### config.mk
export PLATFORM = sky130hd
export DESIGN_NAME = uart_word_receiver
export DESIGN_NICKNAME = d
export VERILOG_FILES = /design/src/rtl/uart_pkg.sv /design/src/rtl/uart_byte_rx.sv /design/src/rtl/uart_word_receiver.sv
export SDC_FILE = /design/constraint.sdc
export NUM_CORES = 1
export LEC_CHECK = 0
export ABC_AREA = 1
export CAP_MARGIN = 40
export CORE_UTILIZATION = 63
export CTS_CLUSTER_SIZE = 28
export DETAILED_ROUTE_END_ITERATION = 6
export GPL_ROUTABILITY_DRIVEN = 0
export HOLD_SLACK_MARGIN = 0.06
export MAX_ROUTING_LAYER = met4
export PLACE_DENSITY_LB_ADDON = 0.12
export SETUP_SLACK_MARGIN = 0.02
export SLEW_MARGIN = 20
export SYNTH_ARGS = -nofsm -noshare
export SYNTH_HDL_FRONTEND = slang
export SYNTH_SLANG_ARGS = --single-unit
### constraint.sdc
create_clock -name clk_in -period 2.1 [get_ports clk_in]
set_input_delay 0.42 -clock clk_in [delete_from_list [all_inputs] [get_ports clk_in]]
set_output_delay 0.42 -clock clk_in [all_outputs]
set_load 0.005 [all_outputs]
### src/rtl/uart_pkg.sv
`default_nettype none
// ============================================================================
//  Module      : uart_pkg
//  Description : Tag constants, state types and tag decoder for the
//                tagged-word UART receive path.
//  Revision    : 1.0 - initial release
// ============================================================================
package uart_pkg;

    localparam logic [1:0] TAG_B1 = 2'b00;
    localparam logic [1:0] TAG_B2 = 2'b01;
    localparam logic [2:0] TAG_B3 = 3'b100;

    typedef enum logic [1:0] {B1, B2, B3, BAD} byte_tag_t;

    typedef enum logic [1:0] {WAIT_B1, WAIT_B2, WAIT_B3} frame_state_t;

    typedef enum logic [1:0] {RX_IDLE, RX_START, RX_DATA, RX_STOP} rx_state_t;

    function automatic byte_tag_t decode_tag(input logic [7:0] b);
        if (b[7:6] == TAG_B1)      return B1;
        else if (b[7:6] == TAG_B2) return B2;
        else if (b[7:5] == TAG_B3) return B3;
        else                       return BAD;
    endfunction

endpackage
`default_nettype wire

### src/rtl/uart_byte_rx.sv
`default_nettype none
// ============================================================================
//  Module      : uart_byte_rx
//  Description : 8N1 byte receiver with 2-FF input synchroniser and
//                mid-bit sampling.
//  Revision    : 1.0 - initial release
// ============================================================================
module uart_byte_rx
    import uart_pkg::*;
#(
    parameter int BAUD_COUNT = 1736
) (
    input  logic       clk_in,
    input  logic       rst_n_in,
    input  logic       i_rx,
    output logic [7:0] o_byte,
    output logic       o_byte_valid,
    output logic       o_frame_err
);

    localparam int CW = $clog2(BAUD_COUNT + 1);
    localparam logic [CW-1:0] c_half_last = CW'(BAUD_COUNT / 2 - 1);
    localparam logic [CW-1:0] c_bit_last  = CW'(BAUD_COUNT - 1);

    logic          r_sync1;
    logic          r_sync2;
    logic          r_prev;
    rx_state_t     r_state;
    logic [CW-1:0] r_cnt;
    logic [2:0]    r_bit_idx;
    logic [7:0]    r_shift;
    logic          r_byte_valid;
    logic          r_frame_err;

    always_ff @(posedge clk_in or negedge rst_n_in) begin
        if (!rst_n_in) begin
            r_sync1      <= 1'b1;
            r_sync2      <= 1'b1;
            r_prev       <= 1'b1;
            r_state      <= RX_IDLE;
            r_cnt        <= '0;
            r_bit_idx    <= '0;
            r_shift      <= '0;
            r_byte_valid <= 1'b0;
            r_frame_err  <= 1'b0;
        end else begin
            r_sync1      <= i_rx;
            r_sync2      <= r_sync1;
            r_prev       <= r_sync2;
            r_byte_valid <= 1'b0;
            r_frame_err  <= 1'b0;
            case (r_state)
                RX_IDLE: begin
                    // True falling edge only: a line still low after a bad stop bit is not a start
                    if (r_prev && !r_sync2) begin
                        r_state <= RX_START;
                        r_cnt   <= '0;
                    end
                end
                RX_START: begin
                    if (r_cnt == c_half_last) begin
                        r_cnt     <= '0;
                        r_bit_idx <= '0;
                        r_state   <= r_sync2 ? RX_IDLE : RX_DATA;
                    end else begin
                        r_cnt <= r_cnt + CW'(1);
                    end
                end
                RX_DATA: begin
                    if (r_cnt == c_bit_last) begin
                        r_cnt   <= '0;
                        r_shift <= {r_sync2, r_shift[7:1]};
                        if (r_bit_idx == 3'd7) begin
                            r_state <= RX_STOP;
                        end else begin
                            r_bit_idx <= r_bit_idx + 3'd1;
                        end
                    end else begin
                        r_cnt <= r_cnt + CW'(1);
                    end
                end
                RX_STOP: begin
                    if (r_cnt == c_bit_last) begin
                        r_cnt   <= '0;
                        r_state <= RX_IDLE;
                        if (r_sync2) r_byte_valid <= 1'b1;
                        else         r_frame_err  <= 1'b1;
                    end else begin
                        r_cnt <= r_cnt + CW'(1);
                    end
                end
                default: r_state <= RX_IDLE;
            endcase
        end
    end

    assign o_byte       = r_shift;
    assign o_byte_valid = r_byte_valid;
    assign o_frame_err  = r_frame_err;

endmodule
`default_nettype wire

### src/rtl/uart_word_receiver.sv
`default_nettype none
// ============================================================================
//  Module      : uart_word_receiver
//  Description : Reassembles 17-bit words from tagged 3-byte UART frames,
//                with tag-based resync and inter-byte timeout.
//  Revision    : 1.0 - initial release
// ============================================================================
module uart_word_receiver
    import uart_pkg::*;
#(
    parameter int INPUT_CLOCK_FREQ = 200_000_000,
    parameter int BAUD_RATE        = 115200,
    parameter int TIMEOUT_BYTES    = 4
) (
    input  logic        clk_in,
    input  logic        rst_n_in,
    input  logic        rx_wire_in,
    output logic [16:0] data_out,
    output logic        valid_out,
    output logic        busy_out,
    output logic        error_out
);

    localparam int BAUD_COUNT  = INPUT_CLOCK_FREQ / BAUD_RATE;
    localparam int GAP_LIMIT   = TIMEOUT_BYTES * 10 * BAUD_COUNT;
    localparam int GW          = $clog2(GAP_LIMIT + 1);
    localparam logic [GW-1:0] c_gap_max = GW'(GAP_LIMIT);

    logic [7:0]    w_byte;
    logic          w_byte_valid;
    logic          w_frame_err;
    byte_tag_t     w_tag;
    logic          w_timeout;

    frame_state_t  r_state;
    logic [GW-1:0] r_gap;
    logic [5:0]    r_d_lo;
    logic [5:0]    r_d_mid;
    logic [16:0]   r_data;
    logic          r_valid;
    logic          r_busy;
    logic          r_error;

    uart_byte_rx #(
        .BAUD_COUNT (BAUD_COUNT)
    ) u_byte_rx (
        .clk_in       (clk_in),
        .rst_n_in     (rst_n_in),
        .i_rx         (rx_wire_in),
        .o_byte       (w_byte),
        .o_byte_valid (w_byte_valid),
        .o_frame_err  (w_frame_err)
    );

    assign w_tag     = decode_tag(w_byte);
    assign w_timeout = (r_state != WAIT_B1) && (r_gap == c_gap_max);

    always_ff @(posedge clk_in or negedge rst_n_in) begin
        if (!rst_n_in) begin
            r_gap <= '0;
        end else if (w_byte_valid || r_state == WAIT_B1) begin
            r_gap <= '0;
        end else if (r_gap != c_gap_max) begin
            r_gap <= r_gap + GW'(1);
        end
    end

    always_ff @(posedge clk_in or negedge rst_n_in) begin
        if (!rst_n_in) begin
            r_state <= WAIT_B1;
            r_d_lo  <= '0;
            r_d_mid <= '0;
            r_data  <= '0;
            r_valid <= 1'b0;
            r_busy  <= 1'b0;
            r_error <= 1'b0;
        end else begin
            r_valid <= 1'b0;
            r_error <= 1'b0;
            if (w_byte_valid) begin
                case (r_state)
                    WAIT_B1: begin
                        if (w_tag == B1) begin
                            r_d_lo  <= w_byte[5:0];
                            r_busy  <= 1'b1;
                            r_state <= WAIT_B2;
                        end else begin
                            r_error <= 1'b1;
                        end
                    end
                    WAIT_B2: begin
                        if (w_tag == B2) begin
                            r_d_mid <= w_byte[5:0];
                            r_state <= WAIT_B3;
                        end else if (w_tag == B1) begin
                            r_error <= 1'b1;
                            r_d_lo  <= w_byte[5:0];
                        end else begin
                            r_error <= 1'b1;
                            r_busy  <= 1'b0;
                            r_state <= WAIT_B1;
                        end
                    end
                    WAIT_B3: begin
                        if (w_tag == B3) begin
                            r_data  <= {w_byte[4:0], r_d_mid, r_d_lo};
                            r_valid <= 1'b1;
                            r_busy  <= 1'b0;
                            r_state <= WAIT_B1;
                        end else if (w_tag == B1) begin
                            // A fresh B1 restarts the frame instead of being dropped
                            r_error <= 1'b1;
                            r_d_lo  <= w_byte[5:0];
                            r_state <= WAIT_B2;
                        end else begin
                            r_error <= 1'b1;
                            r_busy  <= 1'b0;
                            r_state <= WAIT_B1;
                        end
                    end
                    default: begin
                        r_busy  <= 1'b0;
                        r_state <= WAIT_B1;
                    end
                endcase
            end else if (w_timeout || w_frame_err) begin
                r_error <= 1'b1;
                if (w_timeout) begin
                    r_busy  <= 1'b0;
                    r_state <= WAIT_B1;
                end
            end
        end
    end

    assign data_out  = r_data;
    assign valid_out = r_valid;
    assign busy_out  = r_busy;
    assign error_out = r_error;

endmodule
`default_nettype wire

==> impl_metrics.toml <==
[final_layout]
final_area_um2 = 4330
area_growth_pct = 13.9
nets = 498
seq_area_um2 = 2010
fillers = 397
multiInputGateArea_um2 = 1560
diodes = 0
final_layout_size_suffix_gt1_share_pct = 10.3

[yosys]
synth_seq_cells = 80
synthCells = 460
synth_nets = 468
yosysSeqAreaShare_pct = 52.8
synth_area_um2 = 3800
ys_warn_count = 0
synth_cell_types = 33
syn_avg_cell_area_um2 = 8.26

[clock_tree]
clk_latency_ns = 0.36
h-tree-depth = 3
clockBufferDepth = 2
path_clk_slew_ns = 0.08
cts_root_buf = "clkbuf_8"
cts_buffers = 9
cts_tree = "built"
clkSinkCount = 80

[worst_setup_path]
worstPathRequired_ns = 1.68
critPathMaxStageDelay_ns = 0.52
critPathKind = "flip-flop to primary output"
ff2ff_setup_slack_ns = 0.43
timing.rr.start = "u_byte_rx.r_cnt[0]"
crit_path_end_kind = "primary output"
crit_fanout = 3
worstSetupEndpoint = "busy_out"
slowest_stage = "clkdlybuf4s50_1"
worstPathBufferInverterCount = 1
critPathLaunchType = "flip-flop"
crit_family = "buffers and inverters"
cp-startpoint = "busy_out"
cp_cell_sequence = "clkdlybuf4s50_1"
ff2ff_path_depth = 9
worst-path-stages = 1
cp.arrival_ns = 1.28

[place]
dpl-instance-area_um2 = 4100
pre_cts_slack_ns = 0.454
hpwlAfterDp_mm = 5.31
port_buffers = 22

[sta]
period_share_pct = 80.9
setup_viol = 0
rsz0062_at_grt = "no"
finalCriticalPeriod_ns = 1.70
final_max_slew_viol_count = 0
tightest_slew_ns = 0.485
fmax_ghz = 0.589
fin_tns_setup_ns = 0
hold_violations = 0
skew_ns = 0.00977
max_slew_margin_pct = 67.7
setup_slack_ns = 0.402

[power_and_ir_drop]
swShare_pct = 29.2
clock_power_share_pct = 36.5
power.density_nw_per_um2 = 791
pwr-share-seq_pct = 49.2
p_leak_nw = 2.00
power.switching_uw = 997
power.internal_mw = 2.42
ir_drop_v = 0.000891
power_frac_comb_pct = 14.2

[die]
core_um2 = 5640
die_x_um = 79.6
rows = 27
initial_utilization_pct = 67.3
die_area_um2 = 6340
die_h_um = 79.6
ios = 23

[drt]
vias = 3122
viasPerCell = 5.51
drc_errors = 0
drtIter0Drc = 259
drtAntennaViolNets = 0
drt_pre_antenna_iters = 6
wire_per_inst_um = 13.6
drt_wl_total_mm = 7.72

[global_routing]
grtUsageTotal_pct = 29.0
grt_pass1_vias = 2989
grt_pass1_wl_mm = 13.5
grt_max_degree = 44
overflow = 0
antenna_found_initial = 0

[run_status]
status = "finished clean"

[min_path]
hold_depth = 0
holdCritStartpoint = "u_byte_rx.r_sync1"
hold_path_class = "flip-flop to flip-flop"

[run]
maxCapViolations = 0
[power by group through the flow]
stage / clock [mW] / sequential, mW / combinational (mW)
finish: 1.25 / 1.68 / 0.486
global route: 1.33 / 1.69 / 0.564
CTS: 1.27 / 1.68 / 0.491
detailed placement: 0 / 1.71 / 0.484
global placement: 0 / 1.71 / 0.468
floorplan: 0 / 1.69 / 0.361
[kinds of logic after synthesis]
| group | share of synthesized area [%] |
|---|---|
| compound gates | 8.04 |
| xor+xnor | 1.61 |
| buf+inv | 6.00 |
| flops | 52.8 |
| fa+ha+maj | 1.65 |
| simple gates | 29.9 |
[metrics by stage]
| step | power (mW) | util (%) | std cells | hold WS (ns) |
|---|---|---|---|---|
| final | 3.42 | 76.7 | 567 | 0.359 |
| after global routing | 3.59 | 76.7 | 567 | 0.360 |
| after CTS | 3.44 | 76.7 | 567 | 0.359 |
| after detailed placement | 2.19 | 72.6 | 550 | 0.347 |
| after global placement | 2.18 | 72.6 | 550 | 0.346 |
| after floorplan | 2.05 | - | 460 | 0.124 |
[worst reg2reg max path, cell delays in order (launching register included)]
cell	delay, ns
dfrtp_1	0.47
ha_1	0.24
inv_1	0.07
nor3_1	0.15
nand3_1	0.13
nand2_1	0.18
nand2_4	0.13
nor2_2	0.12
nand2_1	0.06
nand2_1	0.06
[cell usage after synthesis]
master / instances / area (um2)
nand4_1: 13 / 81.3
nand2_2: 7 / 43.8
clkinv_1: 1 / 3.75
nand3_4: 1 / 17.5
nor3_2: 2 / 20.0
xor2_1: 6 / 52.6
o21ai_1: 24 / 120
nand3_1: 33 / 165
o22ai_1: 2 / 12.5
nand2_4: 1 / 11.3
dfstp_2: 3 / 78.8
inv_1: 41 / 154
nor2_1: 41 / 154
ha_1: 5 / 62.6
buf_2: 2 / 10.0
xnor2_1: 1 / 8.76
nor4_1: 1 / 6.26
buf_4: 1 / 7.51
nand2_1: 132 / 495
inv_2: 9 / 33.8
nor2_2: 5 / 31.3
a21oi_1: 9 / 45.0
or2_4: 1 / 8.76
o21ai_2: 2 / 17.5
nor2_8: 1 / 20.0
buf_6: 1 / 11.3
nand3b_1: 1 / 7.51
clkbuf_1: 2 / 7.51
dfrtp_1: 77 / 1930
o21ai_0: 22 / 110
nor2_4: 1 / 11.3
or2_0: 1 / 6.26
nor3_1: 11 / 55.1
[worst min-delay path by stage]
stage	end	slack, ns
after global placement	u_byte_rx.r_sync2	0.35
final	u_byte_rx.r_sync2	0.36
after CTS	u_byte_rx.r_sync2	0.36
after detailed placement	u_byte_rx.r_sync2	0.35
after global routing	u_byte_rx.r_sync2	0.36
after floorplan	async pin	0.12
[state kept, by name, indices dropped and copies added, names as in the netlist, named ones only]
register,cells
r_d_lo,6
u_byte_rx.r_prev,1
u_byte_rx.o_byte_valid,1
r_gap,17
u_byte_rx.r_bit_idx,3
busy_out,1
data_out,17
u_byte_rx.o_byte,8
u_byte_rx.r_sync1,1
r_state,2
u_byte_rx.o_frame_err,1
u_byte_rx.r_state,1
u_byte_rx.r_sync2,1
valid_out,1
error_out,1
r_d_mid,6
u_byte_rx.r_cnt,11
[layout by cell type, fill, tap and decap left out, types with 2 or more instances in the layout]
cell / netlist / final
nand2_1: 132 / 132
dfrtp_1: 77 / 77
inv_1: 41 / 41
nor2_1: 41 / 41
nand3_1: 33 / 33
o21ai_1: 24 / 24
o21ai_0: 22 / 22
clkdlybuf4s50_1: 0 / 21
nand4_1: 13 / 13
nor3_1: 11 / 11
inv_2: 9 / 9
a21oi_1: 9 / 9
clkbuf_8: 0 / 9
nand2_2: 7 / 7
xor2_1: 6 / 6
nor2_2: 5 / 5
ha_1: 5 / 5
dfstp_2: 3 / 3
nor3_2: 2 / 2
o22ai_1: 2 / 2
o21ai_2: 2 / 2
inv_6: 0 / 2
bufinv_16: 0 / 2
buf_4: 1 / 2
[per-layer routing]
metal | routed length [um] | up-vias | global-route usage, %
met2 | 3690 | 76 | 44.9
met3 | 281 | 16 | 4.34
li1 | - | 1545 | -
met4 | 178 | 0 | 14.2
met1 | 3570 | 1485 | 37.6
met5 | 0 | - | -
[area by class of cell]
type | instances | area share, %
Clock buffer | 10 | 2.95
Clock inverter | 6 | 2.11
Inverter | 51 | 4.43
Multi-Input combinational cell | 323 | 36.2
Sequential cell | 80 | 46.4
Tap cell | 72 | 2.08
Timing Repair Buffer | 25 | 5.90
[timing repair]
item	in CTS	in global routing
gates resized for setup	0	0
hold buffers	1	0
setup buffers	0	0
hold endpoints to repair	37	0
(Power assumes the default switching activity.)
